### src/rtl/dm_arbiter.sv
// dm_arbiter: round-robin two-master sequencer in front of the data memory.
// Each access takes IDLE -> ACCESS -> DONE; illegal accesses never reach dm.
module dm_arbiter #(
    parameter logic [31:0] ADDR_LIMIT = 32'h0000_2000,
    parameter bit          PRIO_FIXED = 1'b0
) (
    input  logic        clk,
    input  logic        reset,
    input  logic        m0_req,
    input  logic        m0_we,
    input  logic [1:0]  m0_size,
    input  logic        m0_sext,
    input  logic [31:0] m0_addr,
    input  logic [31:0] m0_wdata,
    output logic        m0_ack,
    output logic        m0_err,
    output logic [31:0] m0_rdata,
    input  logic        m1_req,
    input  logic        m1_we,
    input  logic [1:0]  m1_size,
    input  logic        m1_sext,
    input  logic [31:0] m1_addr,
    input  logic [31:0] m1_wdata,
    output logic        m1_ack,
    output logic        m1_err,
    output logic [31:0] m1_rdata,
    output logic        dm_we,
    output logic [3:0]  dm_be,
    output logic [31:0] dm_addr,
    output logic [31:0] dm_wdata,
    input  logic [31:0] dm_rdata
);

    typedef enum logic [1:0] {
        S_IDLE   = 2'd0,
        S_ACCESS = 2'd1,
        S_DONE   = 2'd2
    } state_t;

    localparam logic [1:0] SZ_BYTE = 2'b00;
    localparam logic [1:0] SZ_HALF = 2'b01;
    localparam logic [1:0] SZ_WORD = 2'b10;

    state_t      r_state;
    logic        r_last;      // id of the master granted most recently
    logic        r_gnt;       // id of the master owning the current access
    logic        r_we;
    logic [1:0]  r_size;
    logic        r_sext;
    logic [1:0]  r_addr_lo;
    logic        r_err;

    logic        w_any_req;
    logic        w_gnt;
    logic        w_sel_we;
    logic [1:0]  w_sel_size;
    logic        w_sel_sext;
    logic [31:0] w_sel_addr;
    logic [31:0] w_sel_wdata;
    logic        w_legal;
    logic [3:0]  w_be;
    logic [7:0]  w_byte;
    logic [15:0] w_half;
    logic [31:0] w_result;

    // Arbitration and selection of the winning master's request fields.
    always_comb begin
        w_any_req = m0_req | m1_req;
        if (m0_req && m1_req) begin
            w_gnt = PRIO_FIXED ? 1'b0 : ~r_last;
        end else begin
            w_gnt = m1_req;
        end
        w_sel_we    = w_gnt ? m1_we    : m0_we;
        w_sel_size  = w_gnt ? m1_size  : m0_size;
        w_sel_sext  = w_gnt ? m1_sext  : m0_sext;
        w_sel_addr  = w_gnt ? m1_addr  : m0_addr;
        w_sel_wdata = w_gnt ? m1_wdata : m0_wdata;
    end

    // Legality check and byte-enable generation for the selected request.
    always_comb begin
        w_legal = 1'b1;
        w_be    = 4'b0000;
        case (w_sel_size)
            SZ_BYTE: w_be = 4'b0001 << w_sel_addr[1:0];
            SZ_HALF: begin
                w_be = w_sel_addr[1] ? 4'b1100 : 4'b0011;
                if (w_sel_addr[0]) w_legal = 1'b0;
            end
            SZ_WORD: begin
                w_be = 4'b1111;
                if (w_sel_addr[1:0] != 2'b00) w_legal = 1'b0;
            end
            default: w_legal = 1'b0;
        endcase
        if (w_sel_addr >= ADDR_LIMIT) w_legal = 1'b0;
    end

    // Lane extraction and extension of the dm read word during ACCESS.
    always_comb begin
        w_byte = 8'h00;
        case (r_addr_lo)
            2'd0:    w_byte = dm_rdata[7:0];
            2'd1:    w_byte = dm_rdata[15:8];
            2'd2:    w_byte = dm_rdata[23:16];
            default: w_byte = dm_rdata[31:24];
        endcase
        w_half = r_addr_lo[1] ? dm_rdata[31:16] : dm_rdata[15:0];
        case (r_size)
            SZ_BYTE: w_result = {{24{r_sext & w_byte[7]}}, w_byte};
            SZ_HALF: w_result = {{16{r_sext & w_half[15]}}, w_half};
            default: w_result = dm_rdata;
        endcase
        if (r_we || r_err) w_result = 32'h0000_0000;
    end

    // Sequencer FSM with all outputs registered.
    always_ff @(posedge clk) begin
        if (reset) begin
            r_state   <= S_IDLE;
            r_last    <= 1'b1;
            r_gnt     <= 1'b0;
            r_we      <= 1'b0;
            r_size    <= 2'b00;
            r_sext    <= 1'b0;
            r_addr_lo <= 2'b00;
            r_err     <= 1'b0;
            m0_ack    <= 1'b0;
            m0_err    <= 1'b0;
            m0_rdata  <= 32'h0000_0000;
            m1_ack    <= 1'b0;
            m1_err    <= 1'b0;
            m1_rdata  <= 32'h0000_0000;
            dm_we     <= 1'b0;
            dm_be     <= 4'b0000;
            dm_addr   <= 32'h0000_0000;
            dm_wdata  <= 32'h0000_0000;
        end else begin
            case (r_state)
                S_IDLE: begin
                    if (w_any_req) begin
                        r_gnt     <= w_gnt;
                        r_we      <= w_sel_we;
                        r_size    <= w_sel_size;
                        r_sext    <= w_sel_sext;
                        r_addr_lo <= w_sel_addr[1:0];
                        r_err     <= ~w_legal;
                        dm_addr   <= w_sel_addr;
                        dm_wdata  <= w_sel_wdata;
                        dm_we     <= w_legal & w_sel_we;
                        dm_be     <= w_legal ? w_be : 4'b0000;
                        r_state   <= S_ACCESS;
                    end
                end
                S_ACCESS: begin
                    dm_we   <= 1'b0;
                    dm_be   <= 4'b0000;
                    if (r_gnt) begin
                        m1_ack   <= 1'b1;
                        m1_err   <= r_err;
                        m1_rdata <= w_result;
                    end else begin
                        m0_ack   <= 1'b1;
                        m0_err   <= r_err;
                        m0_rdata <= w_result;
                    end
                    r_state <= S_DONE;
                end
                S_DONE: begin
                    m0_ack  <= 1'b0;
                    m0_err  <= 1'b0;
                    m1_ack  <= 1'b0;
                    m1_err  <= 1'b0;
                    r_last  <= r_gnt;
                    r_state <= S_IDLE;
                end
                default: begin
                    r_state <= S_IDLE;
                end
            endcase
        end
    end

endmodule

### config.mk
export PLATFORM = sky130hd
export DESIGN_NAME = dm_arbiter
export DESIGN_NICKNAME = d
export VERILOG_FILES = /design/src/rtl/dm_arbiter.sv
export SDC_FILE = /design/constraint.sdc
export NUM_CORES = 1
export LEC_CHECK = 0
export BUFFER_PORTS_ARGS = -buffer_cell sky130_fd_sc_hd__buf_2
export CORE_MARGIN = 3
export CORE_UTILIZATION = 50
export CTS_BUF_LIST = sky130_fd_sc_hd__clkbuf_16
export CTS_CLUSTER_DIAMETER = 200
export DETAILED_ROUTE_END_ITERATION = 12
export PLACE_DENSITY = 0.85
export SLEW_MARGIN = 20
export SYNTH_ARGS = -nofsm -noshare
export SYNTH_HDL_FRONTEND = slang
export SYNTH_SLANG_ARGS = --single-unit
export TNS_END_PERCENT = 10
### constraint.sdc
create_clock -name clk -period 3.9 [get_ports clk]
set_clock_uncertainty 0.05 [all_clocks]
set_input_delay 0.585 -clock clk [delete_from_list [all_inputs] [get_ports clk]]
set_output_delay 0.585 -clock clk [all_outputs]
set_load 0.03 [all_outputs]
### Word level (Yosys, flattened, before mapping)

Index checks and enable logic that the tools add are counted.

* register bits after elaboration: 148
* input bits: 172
* output and inout bits: 137
* word-level logic and storage cells: 83

* $lt $le $gt $ge: 1
* equality and inequality tests: 10
* shift-type cells: 1
* mux-type cells: 31
* bitwise gates (word level): 7
* reduce and logical (&&, ||, !) cells: 15

Operator list (count)
* $mux 32: 3
* $pmux 32 s2: 1
* $ge 32x14->1 const B: 1
* $pmux 8 s3: 1
* $mux 16: 1
* $mux 4: 3
* $pmux 4 s3: 1
* $reduce_and 2->1: 6
* $mux 1: 11
* $pmux 1 s2: 5
* $eq 2x1->1 const B: 4
* $logic_not 2->1: 4
* $pmux 4 s2: 1
* $eq 2x2->1 const B: 3
* $ne 2x2->1 const B: 3
* $reduce_bool 2->1: 3
* $mux 2: 2
* $pmux 2 s2: 1
* $shl 1x2->4 const A: 1
* $and 1x1->1: 3
* $not 1->1: 3
* $pmux 1 s3: 1
* $logic_and 1x1->1: 1
* $logic_or 1x1->1: 1
* $or 1x1->1: 1

### Depth between registers and ports, before layout

Gate-level depths: netlist (run 1).

* word-level depth: 10
* depth in mapped cells: 7
* depth with buffers taken out: 5

### Worst setup path before layout (run 1)

No wires, ideal clock.

* kind: register to register
* start: reg, netlist name dm_addr[1]
* end: reg m0_rdata[20]
* setup time: 117 ps
* data arrival time: 2008 ps
* data required time: 3733 ps
* slack: 1725 ps
* stages on the path, launching flop included: 7
* path buffers: 1
* clock period less this slack: 2175 ps
* cells stage by stage: dfxtp_1 > mux4_2 > a31oi_4 > and2_4 > nor3_4 > buf_2 > a22o_1

RTL lines
* end signal, assigned: RTL line 166 `m0_rdata <= w_result;`
* end, declared: RTL line 17 `output logic [31:0] m0_rdata,`

==> out/metrics.csv, run 1 <==
stage,metric,value,unit
run_status,status,"finished, final reports clean",
final_layout,drive_above_1_share,0.364,
cts,hold_buffers,0,
die,num_rows,41,
synthesis,ys.flop_type,dfxtp_1,
global_route,grt_use_met3,0.0985,
final_layout,final_cell_mix,"307 x buf_2, 146 x dfxtp_1, 99 x nor2_1, 85 x a211oi_1, 75 x mux2i_1",
critical_path,start_kind,register,
timing,tns,0,ns
final_layout,fillers,1021,
die,ios,309,
synthesis,syn_area_per_cell,9.11,µm²
placed_design,hpwl,15.4,mm
cts,cts_setup_buffers,0,
min_path,min_path_cells,2,
cts,cts_tree,built,
global_route,grt_pass1_wl,32.9,mm
global_route,grt.overflow.total,0,
critical_path,reg2reg_to,m1_rdata[22]$_SDFFE_PP0P_,
synthesis,yosysTopAreaCell,dfxtp_1,
pwr,power,4.33,mW
critical_path,regToRegStartpoint,dm_addr[1]$_SDFFE_PP0P_,
timing,fin_hold_ws,0.402,ns
synthesis,syn-num-nets,887,
routing,wl_per_cell,18.2,µm
cts,clk_pin_slew,0.06,ns
critical_path,r2r_cells,5,
global_route,grt_usage,0.288,
routing,postRouteWirelength,21.4,mm
final_layout,fin_util,0.692,
synthesis,synth-async-reset-ratio,0,
placed_design,gp_congestion,0.869,
global_route,first_global_vias,6276,
routing,drt_iter0_markers,605,
cts,max-clock-path-buffers,2,
cts,cts_resized,0,
cts,clock-sinks,146,
timing,finalCritPeriodShare,0.663,
global_route,antenna_found_initial,4,
die,core-area,12700,µm²
timing,min_period,2.59,ns
global_route,grt_max_degree,131,
timing,worst_pin_slew,0.974,ns
critical_path,cp-end-kind,register,
synthesis,synth_area,6510,µm²
timing,maxSlewViolCount,0,
die,dieArea,14400,µm²
final_layout,nNetsFinal,1163,
global_route,grt-busiest-layer,met2,
synthesis,synth_seq_cells,146,
pwr,peakVddDrop,0.362,mV
placed_design,io_buffers,308,
synthesis,yosysSeqAreaShare,0.449,
final_layout,final_common_cell,buf_2,
timing,final-hold-violation-count,0,
critical_path,critPathArrivalTime,2.84,ns
routing,route.detailed.drc,0,
synthesis,yosys-top-cells-area,"dfxtp_1 45%, mux2i_1 12%, a211oi_1 9.8%",
synthesis,yosysWarningCount,0,
cts,clk_latency,0.41,ns
cts,clock-root-buffer,clkbuf_16,
routing,routed_via_density,5.59,
min_path,worstHoldEndpoint,m1_rdata[1]$_SDFFE_PP0P_,
die,initial_core_util,0.514,
placed_design,post-place-ws,1.34,ns
critical_path,cp_data_required_time,4.15,ns
timing,layout_setup_ws,1.31,ns
min_path,hold_path.class,reg -> reg,
routing,drtPass1Iterations,5,
cts,cts_buffers,17,
pwr,leakage,4.01,nW
cts,htreeDepth,4,
synthesis,synth_cell_type_count,40,
synthesis,synthCells,715,
die,die_h,120,µm
synthesis,synth-edff-count,0,
critical_path,crit_type,reg -> reg,
pwr,p_per_area,494,nW/µm²
final_layout,syn_to_final_growth,34.6,%
timing,slew_headroom,0.350,
critical_path,crit_path_max_fanout,16,
timing,rsz0062_at_grt,no,
global_route,met1_usage,0.320,
routing,ant_nets,0,
job,maxCapViolCount,0,
timing,setup_viol,0,
critical_path,rrSetupSlack,1.31,ns
timing,fmax,0.387,GHz
synthesis,synth_top_area_frac,0.449,
min_path,min-delay-start,m1_rdata[1]$_SDFFE_PP0P_,
global_route,grt.met2_usage,0.509,
die,die_width,120,µm
routing,num_vias,6584,
[worst max-delay path, cell delays in order (launching register included)]
cell	delay, ns
dfxtp_1	0.70
mux4_2	0.61
a31oi_4	0.44
and2_4	0.27
nor3_4	0.10
a22o_1	0.30
[state kept, by name, summed over array words and instances, names as in the netlist, 2 cells and up]
signal / cells
dm_addr: 32
dm_be: 4
dm_wdata: 32
m0_rdata: 32
m1_rdata: 32
r_size: 2
r_state: 2
[cell usage after synthesis (all sizes together) (5+ instances only)]
master / number
nand2: 50
a221oi: 7
a21oi: 38
o21ai: 24
nor3: 9
a22o: 33
and2: 5
nor4: 6
buf: 15
inv: 7
o22ai: 7
a211oi: 85
clkbuf: 44
mux2i: 75
o21a: 16
o211ai: 5
dfxtp: 146
nor2: 100
mux2: 9
[report_power, final]
part           leakage (nW)  internal (mW)  total, mW  switching (mW)
clock                 0.310           1.12       1.72           0.606
combinational          2.50          0.325      0.931           0.605
sequential             1.20           1.60       1.68          0.0759
total                  4.01           3.04       4.33            1.29
[metal layers]
| metal | up-vias | share of wire |
|---|---|---|
| met5 | - | 0.00033 |
| met4 | 2 | 0.020 |
| met3 | 31 | 0.093 |
| met2 | 321 | 0.51 |
| met1 | 3031 | 0.38 |
| li1 | 3199 | - |
[worst max-delay path by stage]
stage	start	end	slack [ns]	depth (start not counted)
2_1_floorplan	dm_addr[1]$_SDFFE_PP0P_	m0_rdata[20]$_SDFFE_PP0P_	1.73	6
3_3_place_gp	m0_req	r_err$_SDFFE_PP0P_	1.39	6
3_5_place_dp	m0_req	r_err$_SDFFE_PP0P_	1.34	6
4_1_cts	dm_addr[1]$_SDFFE_PP0P_	m1_rdata[22]$_SDFFE_PP0P_	1.35	5
5_1_grt	dm_addr[1]$_SDFFE_PP0P_	m1_rdata[24]$_SDFFE_PP0P_	1.21	5
6_report	dm_addr[1]$_SDFFE_PP0P_	m1_rdata[22]$_SDFFE_PP0P_	1.31	5
[through the flow]
step,cell area (µm²),cells
final,8770,1178
after global routing,8770,1178
after CTS,8760,1175
after detailed placement,8140,1144
after global placement,8140,1144
after floorplan,6510,715
[logic make-up after synthesis]
logic type,Yosys count,share of synthesized area
mux,85,0.134
compound gates,227,0.248
buf+inv,67,0.0415
simple gates,190,0.127
flops,146,0.449
[final cells by class]
cell class              instances  area, µm²  share of cell area
diodes                          3       7.51            0.000856
clock buffers                  17        425              0.0485
clock inverters                14        196              0.0224
inverters                       8       30.0             0.00343
multi-input cells             502       3340               0.381
flip-flops and latches        146       2920               0.333
well taps                     172        215              0.0246
repair buffers                316       1630               0.186
No activity file was read; power rests on OpenSTA's default activity.
==> inputs of run 2 (changes only) <==
Settings changed: CORE_UTILIZATION 50 to 47, PLACE_DENSITY 0.85 to 0.81.
Clock period 3.9 ns to 2.4 ns, I/O delays scaled along.
==> out/metrics.csv, run 2 (synthesized netlist as in run 1, its figures left out) <==
stage,metric,value,unit,change
global_route,grt_max_degree,101,,-23%
critical_path,regToRegStartpoint,dm_addr[0]$_SDFFE_PP0P_,,
critical_path,worst_path_largest_cell_delay,0.58,ns,-0.12 ns
critical_path,rrSetupSlack,0.36,ns,-0.95 ns
global_route,grt_pass1_wl,33.0,mm,+0.38%
final_layout,final_common_cell,buf_2,,
critical_path,crit_type,reg -> reg,,
routing,ant_nets,0,,unchanged
cts,clock-sinks,146,,unchanged
final_layout,drive_above_1_share,0.374,,+0.00974
pwr,p_per_area,763,nW/µm²,+55%
placed_design,io_buffers,308,,unchanged
pwr,combPwrFrac,0.230,,+0.015
die,dieArea,15300,µm²,+6.1%
routing,routed_via_density,5.56,,-0.50%
routing,wl_per_cell,18.6,µm,+2.4%
critical_path,crit_path_top_delay_cell,nor3_4,,
pwr,switching_share,0.320,,+0.0225
critical_path,path_buf_inv,0,,unchanged
cts,max-clock-path-buffers,2,,unchanged
cts,cts_setup_buffers,0,,unchanged
cts,cts_tree,built,,
global_route,grt_usage,0.279,,-0.00874
timing,final-hold-violation-count,0,,unchanged
cts,htreeDepth,4,,unchanged
final_layout,syn_to_final_growth,34.9,%,
cts,clock-root-buffer,clkbuf_16,,
timing,tns,0,ns,unchanged
final_layout,fillers,1129,,+11%
min_path,worstHoldEndpoint,dm_wdata[22]$_SDFFE_PP0P_,,
critical_path,r2r_cells,5,,unchanged
global_route,antenna_found_initial,1,,-3
pwr,pwr-share-clk,0.365,,-0.033
pwr,switchingPower,2.14,mW,+67%
min_path,min_path_cells,3,,+1
pwr,pwr-share-seq,0.405,,+0.018
cts,hold_buffers,0,,unchanged
timing,slew_headroom,0.529,,+0.179
critical_path,path_delay_family,simple AND/OR/NAND/NOR gates,,
job,maxCapViolCount,0,,unchanged
pwr,peakVddDrop,0.509,mV,+41%
routing,postRouteWirelength,22.3,mm,+4.1%
timing,fmax,0.490,GHz,+27%
timing,finalCritPeriodShare,0.850,,+0.186
pwr,leakage,4.03,nW,+0.59%
die,ios,309,,unchanged
pwr,power.internal,4.56,mW,+50%
die,die_width,124,µm,+3.0%
die,initial_core_util,0.486,,-0.0280
final_layout,fin_util,0.656,,-0.0363
critical_path,crit_chain,mux4_2 -> a31oi_4 -> and2_4 -> nor3_4 -> a22o_1,,
die,core-area,13400,µm²,+5.8%
min_path,hold_path.class,in -> reg,,
global_route,first_global_vias,6301,,+0.40%
routing,drtPass1Iterations,5,,unchanged
critical_path,cp-end-kind,register,,
timing,setup_viol,0,,unchanged
critical_path,reg2reg_to,m1_rdata[20]$_SDFFE_PP0P_,,
timing,maxSlewViolCount,0,,unchanged
placed_design,gp_congestion,0.858,,-1.2%
cts,clk_pin_slew,0.06,ns,about the same
critical_path,start_kind,register,,
timing,rsz0062_at_grt,no,,
run_status,status,"finished, final reports clean",,
min_path,min-delay-start,m0_wdata[22],,
die,num_rows,42,,+2.4%
global_route,grt.overflow.total,0,,unchanged
critical_path,cp_data_required_time,2.70,ns,-1.45 ns
cts,clk_latency,0.41,ns,about the same
placed_design,hpwl,16.7,mm,+8.4%
timing,min_period,2.04,ns,-0.547 ns
final_layout,final_cell_mix,"307 x buf_2, 146 x dfxtp_1, 99 x nor2_1, 85 x a211oi_1, 75 x mux2i_1",,
critical_path,critPathArrivalTime,2.34,ns,-0.50 ns
critical_path,crit_path_max_fanout,16,,unchanged
cts,cts_resized,0,,unchanged
routing,drt_iter0_markers,515,,-15%
die,die_h,124,µm,+3.0%
timing,fin_hold_ws,0.237,ns,-0.165 ns
cts,cts_buffers,17,,unchanged
routing,num_vias,6657,,+1.1%
routing,route.detailed.drc,0,,unchanged
final_layout,nNetsFinal,1176,,+1.1%
timing,worst_pin_slew,0.704,ns,-0.270 ns
-- run 2: worst max path at each step --
stage	startpoint	to	cells after the start
2_1_floorplan	dm_addr[1]$_SDFFE_PP0P_	m0_rdata[20]$_SDFFE_PP0P_	6
3_3_place_gp	dm_addr[0]$_SDFFE_PP0P_	m1_rdata[25]$_SDFFE_PP0P_	5
3_5_place_dp	m0_req	r_err$_SDFFE_PP0P_	6
4_1_cts	dm_addr[0]$_SDFFE_PP0P_	m1_rdata[24]$_SDFFE_PP0P_	5
5_1_grt	r_size[0]$_SDFFE_PP0P_	m1_rdata[5]$_SDFFE_PP0P_	5
6_report	dm_addr[0]$_SDFFE_PP0P_	m1_rdata[20]$_SDFFE_PP0P_	5
-- run 2: through the flow --
step / std cells / worst slack [ns] / cell area (µm²) / total power, mW
global route: 1194 / 0.229 / 8780 / 6.98
floorplan: 715 / 0.225 / 6510 / 3.76
detailed placement: 1161 / 0.352 / 8230 / 4.30
global placement: 1161 / 0.373 / 8230 / 4.27
CTS: 1193 / 0.364 / 8770 / 6.72
finish: 1197 / 0.361 / 8780 / 6.71
-- run 2: worst min-delay path: stages --
cell and delay [ns]:
buf_2 0.10, mux2i_1 0.11, a211oi_1 0.08
-- run 2: layout make-up --
| type | count | area (µm²) | share of cell area |
|---|---|---|---|
| Multi-Input combinational cell | 502 | 3340 | 0.380 |
| Timing Repair Buffer | 329 | 1710 | 0.195 |
| Sequential cell | 146 | 2920 | 0.333 |
| Clock inverter | 15 | 123 | 0.0140 |
| Inverter | 8 | 30.0 | 0.00342 |
| Antenna cell | 4 | 10.0 | 0.00114 |
| Clock buffer | 17 | 425 | 0.0484 |
| Tap cell | 176 | 220 | 0.0251 |
-- run 2: power groups by stage --
stage               registers, mW  clock network (mW)  logic (mW)
floorplan                    3.06                   0       0.704
global placement             2.76                   0        1.51
detailed placement           2.76                   0        1.53
CTS                          2.71                2.47        1.54
global route                 2.74                2.58        1.66
finish                       2.71                2.45        1.54
-- run 2: routing by layer --
metal	global-route usage	up-vias	wire length (µm)	part of all wire
met3	0.0840	35	2030	0.091
met2	0.499	336	11500	0.52
li1	-	3226	-	-
met4	0.0969	0	483	0.022
met1	0.314	3060	8260	0.37
met5	0	-	0	0
==> inputs of run 3 (changes only) <==
Settings changed: CORE_UTILIZATION 47 to 42, PLACE_DENSITY 0.81 to 0.76.
Clock period 2.4 ns to 1.7 ns, I/O delays scaled along.
==> out/metrics.csv, run 3 (synthesized netlist as in run 1, its figures left out) <==
stage,metric,value,unit,change
timing,fmax,0.541,GHz,+10%
final_layout,seq_area,2930,µm²,+0.26%
cts,max-clock-path-buffers,2,,unchanged
pwr,p_per_area,1030,nW/µm²,+35%
cts,cts_tree,built,,
job,maxCapViolCount,0,,unchanged
critical_path,crit_path_max_fanout,16,,unchanged
min_path,hold_path.class,in -> reg,,
routing,route.detailed.drc,0,,unchanged
final_layout,nNetsFinal,1209,,+2.8%
critical_path,worst_path_largest_cell_delay,0.53,ns,-0.05 ns
run_status,status,"finished, violations left",,
timing,setup_viol,42,,+42
timing,final-hold-violation-count,0,,unchanged
die,core-area,14900,µm²,+11%
cts,clk_latency,0.42,ns,about the same
global_route,antenna_found_initial,3,,+2
critical_path,crit_path_top_delay_cell,mux4_2,,
final_layout,multi_input_area,3400,µm²,+1.7%
die,die_width,131,µm,+5.5%
global_route,grt_max_degree,93,,-7.9%
timing,finalCritPeriodShare,1.09,,+0.237
global_route,grt.overflow.total,0,,unchanged
placed_design,hpwl,17.2,mm,+3.1%
critical_path,path_delay_family,multiplexers,,
global_route,grt_pass1_wl,33.4,mm,+1.2%
placed_design,dp.cells,1201,,+3.4%
final_layout,syn_to_final_growth,41.0,%,
timing,layout_setup_ws,-0.147,ns,-0.508 ns
global_route,first_global_vias,6503,,+3.2%
routing,drt_iter0_markers,459,,-11%
routing,wl_per_cell,18.0,µm,-3.3%
pwr,peakVddDrop,0.620,mV,+22%
die,die_h,131,µm,+5.5%
final_layout,fin_util,0.618,,-0.0375
cts,clock-root-buffer,clkbuf_16,,
timing,min_period,1.85,ns,-0.192 ns
routing,postRouteWirelength,22.2,mm,-0.20%
final_layout,fillers,1334,,+18%
routing,num_vias,6747,,+1.4%
placed_design,gp_congestion,0.881,,+2.6%
critical_path,cp-end-kind,register,,
routing,drtPass1Iterations,5,,unchanged
final_layout,final_common_cell,buf_2,,
critical_path,crit_chain,mux4_2 -> a31oi_4 -> and2_4 -> nor3_4 -> buf_12 -> a22o_1,,
critical_path,cp_data_required_time,1.95,ns,-0.75 ns
cts,clk_pin_slew,0.06,ns,about the same
final_layout,drive_above_1_share,0.405,,+0.0315
critical_path,crit_type,reg -> reg,,
global_route,grt_usage,0.251,,-0.0281
die,ios,309,,unchanged
critical_path,critPathArrivalTime,2.10,ns,-0.24 ns
critical_path,path_buf_inv,1,,+1
routing,ant_nets,0,,unchanged
run_status,violations,setup timing,,
timing,maxSlewViolCount,0,,unchanged
final_layout,final_cell_mix,"307 x buf_2, 144 x dfxtp_1, 96 x nor2_1, 85 x a211oi_1, 75 x mux2i_1",,
cts,cts_buffers,17,,unchanged
die,dieArea,17000,µm²,+11%
pwr,leakage,4.22,nW,+4.6%
timing,rsz0062_at_grt,yes,,
critical_path,start_kind,register,,
timing,worst_pin_slew,0.756,ns,+0.0520 ns
placed_design,io_buffers,308,,unchanged
final_layout,fin_cells,1235,,+3.2%
routing,routed_via_density,5.46,,-1.8%
die,initial_core_util,0.438,,-0.0479
timing,slew_headroom,0.496,,-0.0337
die,num_rows,44,,+4.8%
cts,clock-sinks,146,,unchanged
timing,tns,-4.09,ns,-4.09 ns
pwr,power,9.48,mW,+41%
cts,htreeDepth,4,,unchanged
==> run 3: changes by cell type in the layout (fill, tap and decap cells not counted), moves of 2 or more <==
cell / delta
buf_12: +7
a221oi_1: -5
a221oi_2: +5
clkinv_4: -3
inv_1: -2
clkinvlp_4: +4
diode_2: -2
nor2_2: +2
dfxtp_1: -2
dfxtp_4: +2
buf_4: +23
nor2_1: -3
==> run 3: worst register-to-register path, stage by stage (launching register included) <==
cell,delay [ns]
dfxtp_4,0.35
mux4_2,0.53
a31oi_4,0.19
and2_4,0.20
nor3_4,0.05
buf_12,0.16
a22o_1,0.21
==> run 3: layout make-up <==
class | instances | area share
clock buffers | 17 | 0.0463
inverters | 8 | 0.00368
well taps | 184 | 0.0251
clock inverters | 14 | 0.0101
flip-flops and latches | 146 | 0.319
repair buffers | 362 | 0.226
multi-input cells | 502 | 0.370
diodes | 2 | 0.000545
==> run 3: repair_timing <==
item / in CTS / in global routing
hold buffers: 1 / 0
buffers inserted: 0 / 0
pin swaps: 3 / 18
hold endpoints to repair: 1 / 0
resized for setup: 0 / 14
endpoints found under the setup margin: 57 / 75
==> run 3: report_power, final <==
group / internal (mW) / switching, mW / total, mW
sequential: 3.67 / 0.142 / 3.81
clock: 1.84 / 1.44 / 3.28
combinational: 0.913 / 1.47 / 2.39
==> run 3: stage by stage <==
stage	hold WS (ns)	instance area, µm²	worst slack [ns]
detailed placement	0.397	8580	-0.155
global placement	0.388	8580	-0.126
finish	0.123	9190	-0.147
floorplan	0.397	6530	-0.223
CTS	0.109	9110	-0.146
global route	0.115	9190	-0.186
==> run 3: layer usage <==
metal	GRT usage	wire length, µm	vias to the layer above
li1	-	-	3296
met1	0.286	8390	3085
met2	0.438	11300	322
met3	0.0801	2030	42
met4	0.0956	548	2
met5	0	7	-
==> run 3: path summary, 6_finish.rpt <==
check / slack (ns) / cells past startpoint / from / end
worst min register to register: 0.40 / 2 / m0_rdata[1]$_SDFFE_PP0P_ / m0_rdata[1]$_SDFFE_PP0P_
worst min-delay path: 0.12 / 3 / m0_wdata[24] / dm_wdata[24]$_SDFFE_PP0P_
worst max register to register: -0.15 / 6 / dm_addr[1]$_SDFFE_PP0P_ / m1_rdata[25]$_SDFFE_PP0P_
worst max-delay path: -0.15 / 6 / dm_addr[1]$_SDFFE_PP0P_ / m1_rdata[25]$_SDFFE_PP0P_
